===== src/rtl/conv_window_3x3_pkg.sv =====
// Shared constants for the 3x3 window generator and convolution core.
// Tap numbering: row-major, top-left = 0, newest pixel = 8.
package conv_window_3x3_pkg;

  localparam int KERNEL_DIM     = 3;
  localparam int KERNEL_TAPS    = KERNEL_DIM * KERNEL_DIM;
  localparam int DEF_DATA_WIDTH = 32;
  localparam int TAP_NEWEST     = KERNEL_TAPS - 1;

  function automatic int tap_idx(input int row, input int col);
    return row * KERNEL_DIM + col;
  endfunction

endpackage


===== src/rtl/conv_window_3x3_line_buffer.sv =====
// One image row of delay: async read of the old word, write at the same
// address on the clock edge, so a read always sees the previous row.
module line_buffer_row
  import conv_window_3x3_pkg::*;
#(
  parameter int DATA_WIDTH = DEF_DATA_WIDTH,
  parameter int DEPTH      = 28,
  parameter int AW         = $clog2(DEPTH)
) (
  input  logic                  clk,
  input  logic                  i_we,
  input  logic [AW-1:0]         i_addr,
  input  logic [DATA_WIDTH-1:0] i_wdata,
  output logic [DATA_WIDTH-1:0] o_rdata
);

  logic [DATA_WIDTH-1:0] r_mem [DEPTH];

  assign o_rdata = r_mem[i_addr];

  always_ff @(posedge clk) begin
    if (i_we) r_mem[i_addr] <= i_wdata;
  end

endmodule


===== src/rtl/conv_window_3x3.sv =====
// Streaming 3x3 window generator: two row buffers plus a 3x3 shift
// window; emits only fully populated neighbourhoods.
module conv_window_3x3
  import conv_window_3x3_pkg::*;
#(
  parameter int DATA_WIDTH = DEF_DATA_WIDTH,
  parameter int IMG_W      = 28,
  parameter int IMG_H      = 28
) (
  input  logic                  clk,
  input  logic                  rst,
  input  logic [DATA_WIDTH-1:0] Data_In,
  input  logic                  Valid_In,
  output logic [DATA_WIDTH-1:0] Data_Out0,
  output logic [DATA_WIDTH-1:0] Data_Out1,
  output logic [DATA_WIDTH-1:0] Data_Out2,
  output logic [DATA_WIDTH-1:0] Data_Out3,
  output logic [DATA_WIDTH-1:0] Data_Out4,
  output logic [DATA_WIDTH-1:0] Data_Out5,
  output logic [DATA_WIDTH-1:0] Data_Out6,
  output logic [DATA_WIDTH-1:0] Data_Out7,
  output logic [DATA_WIDTH-1:0] Data_Out8,
  output logic                  Valid_Out,
  output logic                  Frame_Done
);

  localparam int CW = $clog2(IMG_W);
  localparam int RW = $clog2(IMG_H);
  localparam int KL = KERNEL_DIM - 1;

  logic [CW-1:0]         r_col;
  logic [RW-1:0]         r_row;
  logic                  r_valid;
  logic                  r_done;
  logic [DATA_WIDTH-1:0] r_win [KERNEL_DIM][KERNEL_DIM];
  logic [DATA_WIDTH-1:0] w_nxt [KERNEL_DIM][KERNEL_DIM];
  logic [DATA_WIDTH-1:0] w_taps [KERNEL_TAPS];
  logic [DATA_WIDTH-1:0] w_top;
  logic [DATA_WIDTH-1:0] w_mid;
  logic                  w_last_col;
  logic                  w_last_row;
  logic                  w_emit;

  assign w_last_col = (r_col == CW'(IMG_W - 1));
  assign w_last_row = (r_row == RW'(IMG_H - 1));
  assign w_emit     = Valid_In && (r_row >= RW'(2)) && (r_col >= CW'(2));

  line_buffer_row #(
    .DATA_WIDTH(DATA_WIDTH),
    .DEPTH     (IMG_W),
    .AW        (CW)
  ) u_lb0 (
    .clk    (clk),
    .i_we   (Valid_In),
    .i_addr (r_col),
    .i_wdata(Data_In),
    .o_rdata(w_mid)
  );

  line_buffer_row #(
    .DATA_WIDTH(DATA_WIDTH),
    .DEPTH     (IMG_W),
    .AW        (CW)
  ) u_lb1 (
    .clk    (clk),
    .i_we   (Valid_In),
    .i_addr (r_col),
    .i_wdata(w_mid),
    .o_rdata(w_top)
  );

  always_comb begin
    for (int r = 0; r < KERNEL_DIM; r++) begin
      for (int c = 0; c < KL; c++) begin
        w_nxt[r][c] = r_win[r][c+1];
      end
    end
    w_nxt[0][KL] = w_top;
    w_nxt[1][KL] = w_mid;
    w_nxt[2][KL] = Data_In;
  end

  always_ff @(posedge clk or negedge rst) begin
    if (!rst) begin
      r_col   <= '0;
      r_row   <= '0;
      r_valid <= 1'b0;
      r_done  <= 1'b0;
      for (int r = 0; r < KERNEL_DIM; r++) begin
        for (int c = 0; c < KERNEL_DIM; c++) begin
          r_win[r][c] <= '0;
        end
      end
    end else begin
      r_valid <= w_emit;
      r_done  <= w_emit && w_last_row && w_last_col;
      if (Valid_In) begin
        if (w_last_col) begin
          r_col <= '0;
          r_row <= w_last_row ? '0 : r_row + RW'(1);
        end else begin
          r_col <= r_col + CW'(1);
        end
        for (int r = 0; r < KERNEL_DIM; r++) begin
          for (int c = 0; c < KERNEL_DIM; c++) begin
            r_win[r][c] <= w_nxt[r][c];
          end
        end
      end
    end
  end

  for (genvar gr = 0; gr < KERNEL_DIM; gr++) begin : g_row
    for (genvar gc = 0; gc < KERNEL_DIM; gc++) begin : g_col
      assign w_taps[tap_idx(gr, gc)] = r_win[gr][gc];
    end
  end

  assign Data_Out0  = w_taps[0];
  assign Data_Out1  = w_taps[1];
  assign Data_Out2  = w_taps[2];
  assign Data_Out3  = w_taps[3];
  assign Data_Out4  = w_taps[4];
  assign Data_Out5  = w_taps[5];
  assign Data_Out6  = w_taps[6];
  assign Data_Out7  = w_taps[7];
  assign Data_Out8  = w_taps[TAP_NEWEST];
  assign Valid_Out  = r_valid;
  assign Frame_Done = r_done;

endmodule


===== config.mk =====
export PLATFORM = sky130hd
export DESIGN_NAME = conv_window_3x3
export DESIGN_NICKNAME = d
export VERILOG_FILES = /design/src/rtl/conv_window_3x3_pkg.sv /design/src/rtl/conv_window_3x3_line_buffer.sv /design/src/rtl/conv_window_3x3.sv
export SDC_FILE = /design/constraint.sdc
export NUM_CORES = 2
export LEC_CHECK = 0
export ABC_CLOCK_PERIOD_IN_PS = 4470
export CAP_MARGIN = 20
export CORE_ASPECT_RATIO = 1.75
export CORE_MARGIN = 2
export CORE_UTILIZATION = 47
export DETAILED_ROUTE_END_ITERATION = 8
export MAX_ROUTING_LAYER = met4
export PLACE_DENSITY = 0.67
export SYNTH_ARGS = -nofsm -noshare
export SYNTH_HDL_FRONTEND = slang
export SYNTH_SLANG_ARGS = --single-unit

===== constraint.sdc =====
create_clock -name clk -period 4.47 [get_ports clk]
set_clock_uncertainty 0.15 [all_clocks]
set_input_delay 0.894 -clock clk [delete_from_list [all_inputs] [get_ports clk]]
set_output_delay 0.894 -clock clk [all_outputs]
set_load 0.02 [all_outputs]

# ---- Yosys cells after proc, flatten, opt, wreduce, memory -nomap -nowiden
# Memory sizes are Yosys's and may differ from the RTL's. A register that Yosys moved wholly into a read port is not among the register bits.
# Index checks and enable logic that the tools add are counted.
dict set report word_totals {
  out_inout_bits 290
  register_bits 268
  mem_count 2
  input_bits 35
  word_cells 30
  ram_bits 1792
}
# memory depth width rd rd_clocked_by_memory_dff wr line
set memory_table {}
lappend memory_table {u_lb0.r_mem 28 32 1 0 1 conv_window_3x3_line_buffer.sv:17} ;# logic [DATA_WIDTH-1:0] r_mem [DEPTH];
lappend memory_table {u_lb1.r_mem 28 32 1 1 1 conv_window_3x3_line_buffer.sv:17}
dict set report op_classes {
  muxes 4
  eq_ne 2
  addsub 2
  reduce_logical 6
  n_lt_le_gt_ge 2
}
# op count
set op_table {}
lappend op_table {{5-bit by 1-bit adder with 5-bit output (second input constant)} 2}
lappend op_table {{5-bit equality test (second input constant)} 2}
lappend op_table {{5-bit by 2-bit greater-or-equal comparator with 1-bit output (second input constant)} 2}
lappend op_table {{5-bit 2-to-1 mux} 2}
lappend op_table {{1-bit logical AND} 4}
lappend op_table {{1-bit 2-to-1 mux} 2}
lappend op_table {{2-bit AND reduction} 1}
lappend op_table {{1-bit logical NOT} 1}

# ---- Longest topological paths before layout
dict set report depth {
  ltp_word 5
  ltp_mapped 9
  depth_no_buf 6
}

# ---- By module
# Synthesis repeated with hierarchy kept, for this count alone.
dict set report unflattened {
  cells_unflattened 4035
  area_unflattened_um2 80051.8
}
# mod area_each_um2 instances cells_each
set by_module_without_submodules {}
lappend by_module_without_submodules {line_buffer_row 34398.0 2 1682}
lappend by_module_without_submodules {conv_window_3x3 11255.8 1 671}

# ---- Least setup slack after synthesis
# Ideal clock, no wire load.
dict set report synth_path {
  path_type {input -> register}
  from {input Valid_In}
  to {memory u_lb0.r_mem[13][0] (netlist bit), enable pin}
  arrival_ns 4.466
  slack_ns -0.633
  stages 5
  n_path_buf 3
  required_time_ns 3.833
  cell_sequence {clkbuf_1 -> clkbuf_1 -> buf_2 -> nand2_1 -> nor2_1}
}
dict set report synth_between {
  elab_chain_cells 2
}
# item line
set synth_rtl {}
lappend synth_rtl {{from (decl)} conv_window_3x3.sv:13} ;# input logic Valid_In,
lappend synth_rtl {{1-bit 2-to-1 mux} conv_window_3x3_line_buffer.sv:22} ;# if (i_we) r_mem[i_addr] <= i_wdata;
lappend synth_rtl {{1-bit 2-to-1 mux (not written as such)} conv_window_3x3_line_buffer.sv:22}
lappend synth_rtl {{to (decl)} conv_window_3x3_line_buffer.sv:17}
# Every way passes these cells.

# ---- Worst setup path after layout
dict set report layout_path {
  from {register r_col[1]}
  to {memory u_lb1.r_mem[9][25] (netlist bit) (data pin)}
}
dict set report layout_between {
  elab_chain_cells 1
}
# item line
set layout_rtl {}
lappend layout_rtl {{from (decl)} conv_window_3x3.sv:31} ;# logic [CW-1:0] r_col;
lappend layout_rtl {{from (signal assigned)} conv_window_3x3.sv:102} ;# r_col <= r_col + CW'(1);
lappend layout_rtl {{memory read 28 x 32 bit} --}
lappend layout_rtl {{net u_lb0.o_rdata[25]} conv_window_3x3_line_buffer.sv:14} ;# output logic [DATA_WIDTH-1:0] o_rdata
lappend layout_rtl {{to (decl)} conv_window_3x3_line_buffer.sv:17}
# The timed path passes the listed nets, and every way through them passes these cells.

==> impl_metrics.toml <==
[status]
run_status = "finished, final reports clean"

[global_route]
leftover_overflow_at_the_end_of_global_routing = 0
grt_antenna_before_repair = 7
wire_length_of_the_first_global_routing_pass_mm = 305
grt_start_max_net_pins = 171
vias_in_the_first_global_route = 42000
global_route.usage.total_pct = 25.6

[drt]
avgViaCountPerCell = 6.10
drtAntennaViolNets = 0
dr.pass1.iters = 5
wl_mm = 216
detailedRoute.firstIterationViolations = 4256
drc_errors = 0
via_count = 41500
wl_per_cell_um = 31.8

[synthesis]
syn-cell-area_um2 = 79800
synthesis.instances = 3944
synth.lib_cells_used.distinct = 68
yosys_most_used_dff = "edfxtp_1"
yosys_register_bits = 2092
synth_async_sr_flop_share_pct = 14.3
ys_seq_area_share_pct = 76.9
synth_area_per_cell_um2 = 20.2
synth-edff-count = 1792
postSynthNetCount = 3985
synth.yosys.warnings = 0

[final_layout]
ff_latch_area_um2 = 61300
total_area_of_multi_input_combinational_cells_um2 = 17400
drive_above_1_share_pct = 23.2
postLayoutCoreUtil_pct = 55.2
nFillCells = 12800
instances_no_fill = 6804
nets = 4468
syn2layout_area_growth_pct = 17.0

[min_path]
worstHoldPathCells = 2
hold_path.class = "in2reg"
hold-path-endpoint = "Data_Out5[13]"
min-delay-start = "Valid_In"

[power]
power.leakage_uw = 0.0311
cellPowerDensity_nw_per_um2 = 697
max-vdd-ir-drop_v = 0.000457

[sta]
final_hold_viol_count = 0
worst_pin_slew_ns = 1.13
final.period_utilization_pct = 85.9
min_period_ns = 3.84
grt_setup_unrepaired = "no"
fin_ws_ns = 0.630
slew_headroom_pct = 24.7
fmax_ghz = 0.260
slew_violations = 0
setup_viol_count_final = 0

[floorplan]
placement_rows = 200
floorplan.core_area_um2 = 169000
die_area_um2 = 173000
initial_core_util_pct = 47.2
ioPinCount = 325
chipHeight_um = 549
fp.dieW_um = 315

[clock_tree]
ctsLongestPathBuffers = 4
clock_insertion_delay_worst_skew_ns = 0.85
clock_tree_from_tritoncts = "built"
htree_levels = 4
numCtsBuffers = 186
tritoncts_num_sinks = 2092
cts.reportedPaths.clkPinSlew_ns = 0.07
ctsRootBufferMaster = "clkbuf_16"

[placement]
hpwl_mm = 127
pre_cts_ws_ns = 0.663
post-place-cells = 6445
place.gp.congestion = 0.837
numPortBuffers = 324

[setup_path]
worst_ep_required_time_ns = 4.87
crit_arrival_ns = 4.24
timing.rr.start = "r_col[1]"
peak_fanout_along_the_critical_path = 59
logic_depth_of_the_worst_register_to_register_path = 6
setup.worst_path.class = "reg2reg"
rrSetupSlack_ns = 0.63
regToRegEndpoint = "u_lb1.r_mem[9][25]"
crit_path_end_kind = "flip-flop"
setup.worst_path.start_class = "flip-flop"

[job]
drv_cap = 0
-- report_power, final --
group	internal, µW	total [µW]	leakage, µW	switching, µW
clock	9370	16400	0.00302	7050
combinational	7730	20300	0.00843	12500
sequential	26700	28400	0.0196	1660
-- state kept, by name, indices dropped and copies added, names as in the netlist --
| register | count |
|---|---|
| u_lb1.r_mem | 896 |
| Data_Out5 | 32 |
| Valid_Out | 1 |
| u_lb0.r_mem | 896 |
| Data_Out0 | 32 |
| Data_Out8 | 32 |
| Data_Out6 | 32 |
| Data_Out4 | 32 |
| r_row | 5 |
| Frame_Done | 1 |
| Data_Out7 | 32 |
| r_col | 5 |
| Data_Out2 | 32 |
| Data_Out3 | 32 |
| Data_Out1 | 32 |
-- per-stage QoR --
stage	setup TNS, ns	power (µW)	instance area [µm²]	hold slack (ns)
global route	0	67200	93400	0.208
floorplan	-885.30	40200	79800	0.377
global placement	0	48600	86700	0.339
detailed placement	0	49000	86800	0.345
CTS	0	65300	93000	0.186
finish	0	65100	93400	0.226
-- critical path, cell delays in order (launching register included) --
cell and delay [ns]:
dfrtp_4 0.77, buf_12 0.42, buf_4 0.46, mux4_2 0.46, a22oi_1 0.34, nand3_1 0.43, buf_4 0.38
-- area by class of cell --
cell class / instances / share of cell area [%]
inverter: 5 / 0.0201
clock buffer: 249 / 5.45
timing repair buffer: 519 / 6.05
sequential: 2092 / 65.7
multi-input combinational: 1623 / 18.6
tap: 2222 / 2.98
antenna: 8 / 0.0214
clock inverter: 86 / 1.16
-- placed cells by master (no fill, tap or decap), drive strengths merged, types with 7 or more instances in the layout --
master	n
a22oi	96
a31oi	12
inv	14
diode	8
clkinv	47
a22o	23
mux2i	413
nor2	110
nand2	49
edfxtp	1792
dfrtp	300
clkinvlp	7
clkdlybuf4s50	322
buf	190
a211oi	38
o21ai	22
o221ai	7
a21oi	35
mux2	236
nor2b	8
bufinv	23
o22ai	127
nor4	8
clkbuf	255
mux4	237
nand3	67
a41oi	49
-- what timing repair did --
action	CTS	global route
hold buffers	1	0
endpoints found under the setup margin	0	0
buffers inserted	0	0
gates resized for setup	0	0
hold endpoints to repair	35	0
-- synth_stat cells (3+ instances only) --
cell type / instances / area [µm²]
o22a_1: 6 / 52.6
nand4_1: 3 / 18.8
buf_4: 31 / 233
a21o_1: 5 / 37.5
nand3b_1: 3 / 22.5
buf_1: 5 / 18.8
mux4_2: 237 / 5340
a31oi_1: 12 / 75.1
dfrtp_1: 300 / 7510
o21ai_0: 22 / 110
nor3_1: 5 / 25.0
a21oi_1: 35 / 175
a41oi_1: 27 / 236
nor2_1: 108 / 405
buf_6: 28 / 315
a211oi_2: 19 / 238
nand4bb_1: 4 / 45.0
ha_1: 6 / 75.1
o22ai_2: 7 / 87.6
nand2b_1: 4 / 25.0
a41oi_2: 22 / 358
a22oi_1: 96 / 721
a211oi_1: 19 / 143
o22ai_1: 120 / 751
or3b_2: 4 / 35.0
inv_1: 5 / 18.8
nor2b_1: 8 / 50.1
nor4_1: 7 / 43.8
mux2i_1: 413 / 4130
nand3_1: 66 / 330
a22o_1: 23 / 201
buf_2: 89 / 445
a21boi_1: 3 / 22.5
mux2_2: 236 / 2660
and2_1: 4 / 25.0
o221ai_1: 7 / 61.3
clkbuf_1: 70 / 263
o32ai_1: 4 / 35.0
a221oi_2: 5 / 75.1
edfxtp_1: 1792 / 53800
nand2_1: 49 / 184
-- metal layers --
layer,global-route usage [%],routed length [µm],part of all wire [%]
met1,30.8,80400,37
met2,43.9,113000,52
met3,3.30,13200,6.1
met4,10.2,9470,4.4
met5,-,0,0
-- how the worst max path moves through the flow --
stage / from / to / cells after the start
detailed placement: r_col[1] / u_lb1.r_mem[11][25] / 6
finish: r_col[1] / u_lb1.r_mem[9][25] / 6
global placement: r_col[1] / u_lb1.r_mem[10][25] / 6
global route: r_col[0] / u_lb1.r_mem[26][0] / 6
CTS: r_col[1] / u_lb1.r_mem[8][25] / 6
floorplan: Valid_In / u_lb0.r_mem[13][0] / 5
-- logic make-up (layout without fill, tap and decap cells) --
logic type | after synthesis | in the layout | synth area share, %
buffers and inverters | 229 | 859 | 1.64
multiplexers | 886 | 886 | 15.2
flip-flops | 2092 | 2092 | 76.9
adder cells (fa/ha/maj) | 6 | 6 | 0.0941
AO/OA/AOI/OAI | 438 | 438 | 4.30
XOR/XNOR | 2 | 2 | 0.0220
AND/OR/NAND/NOR | 291 | 291 | 1.87
other | 0 | 8 | 0
Power figures use the tool's default switching activity.
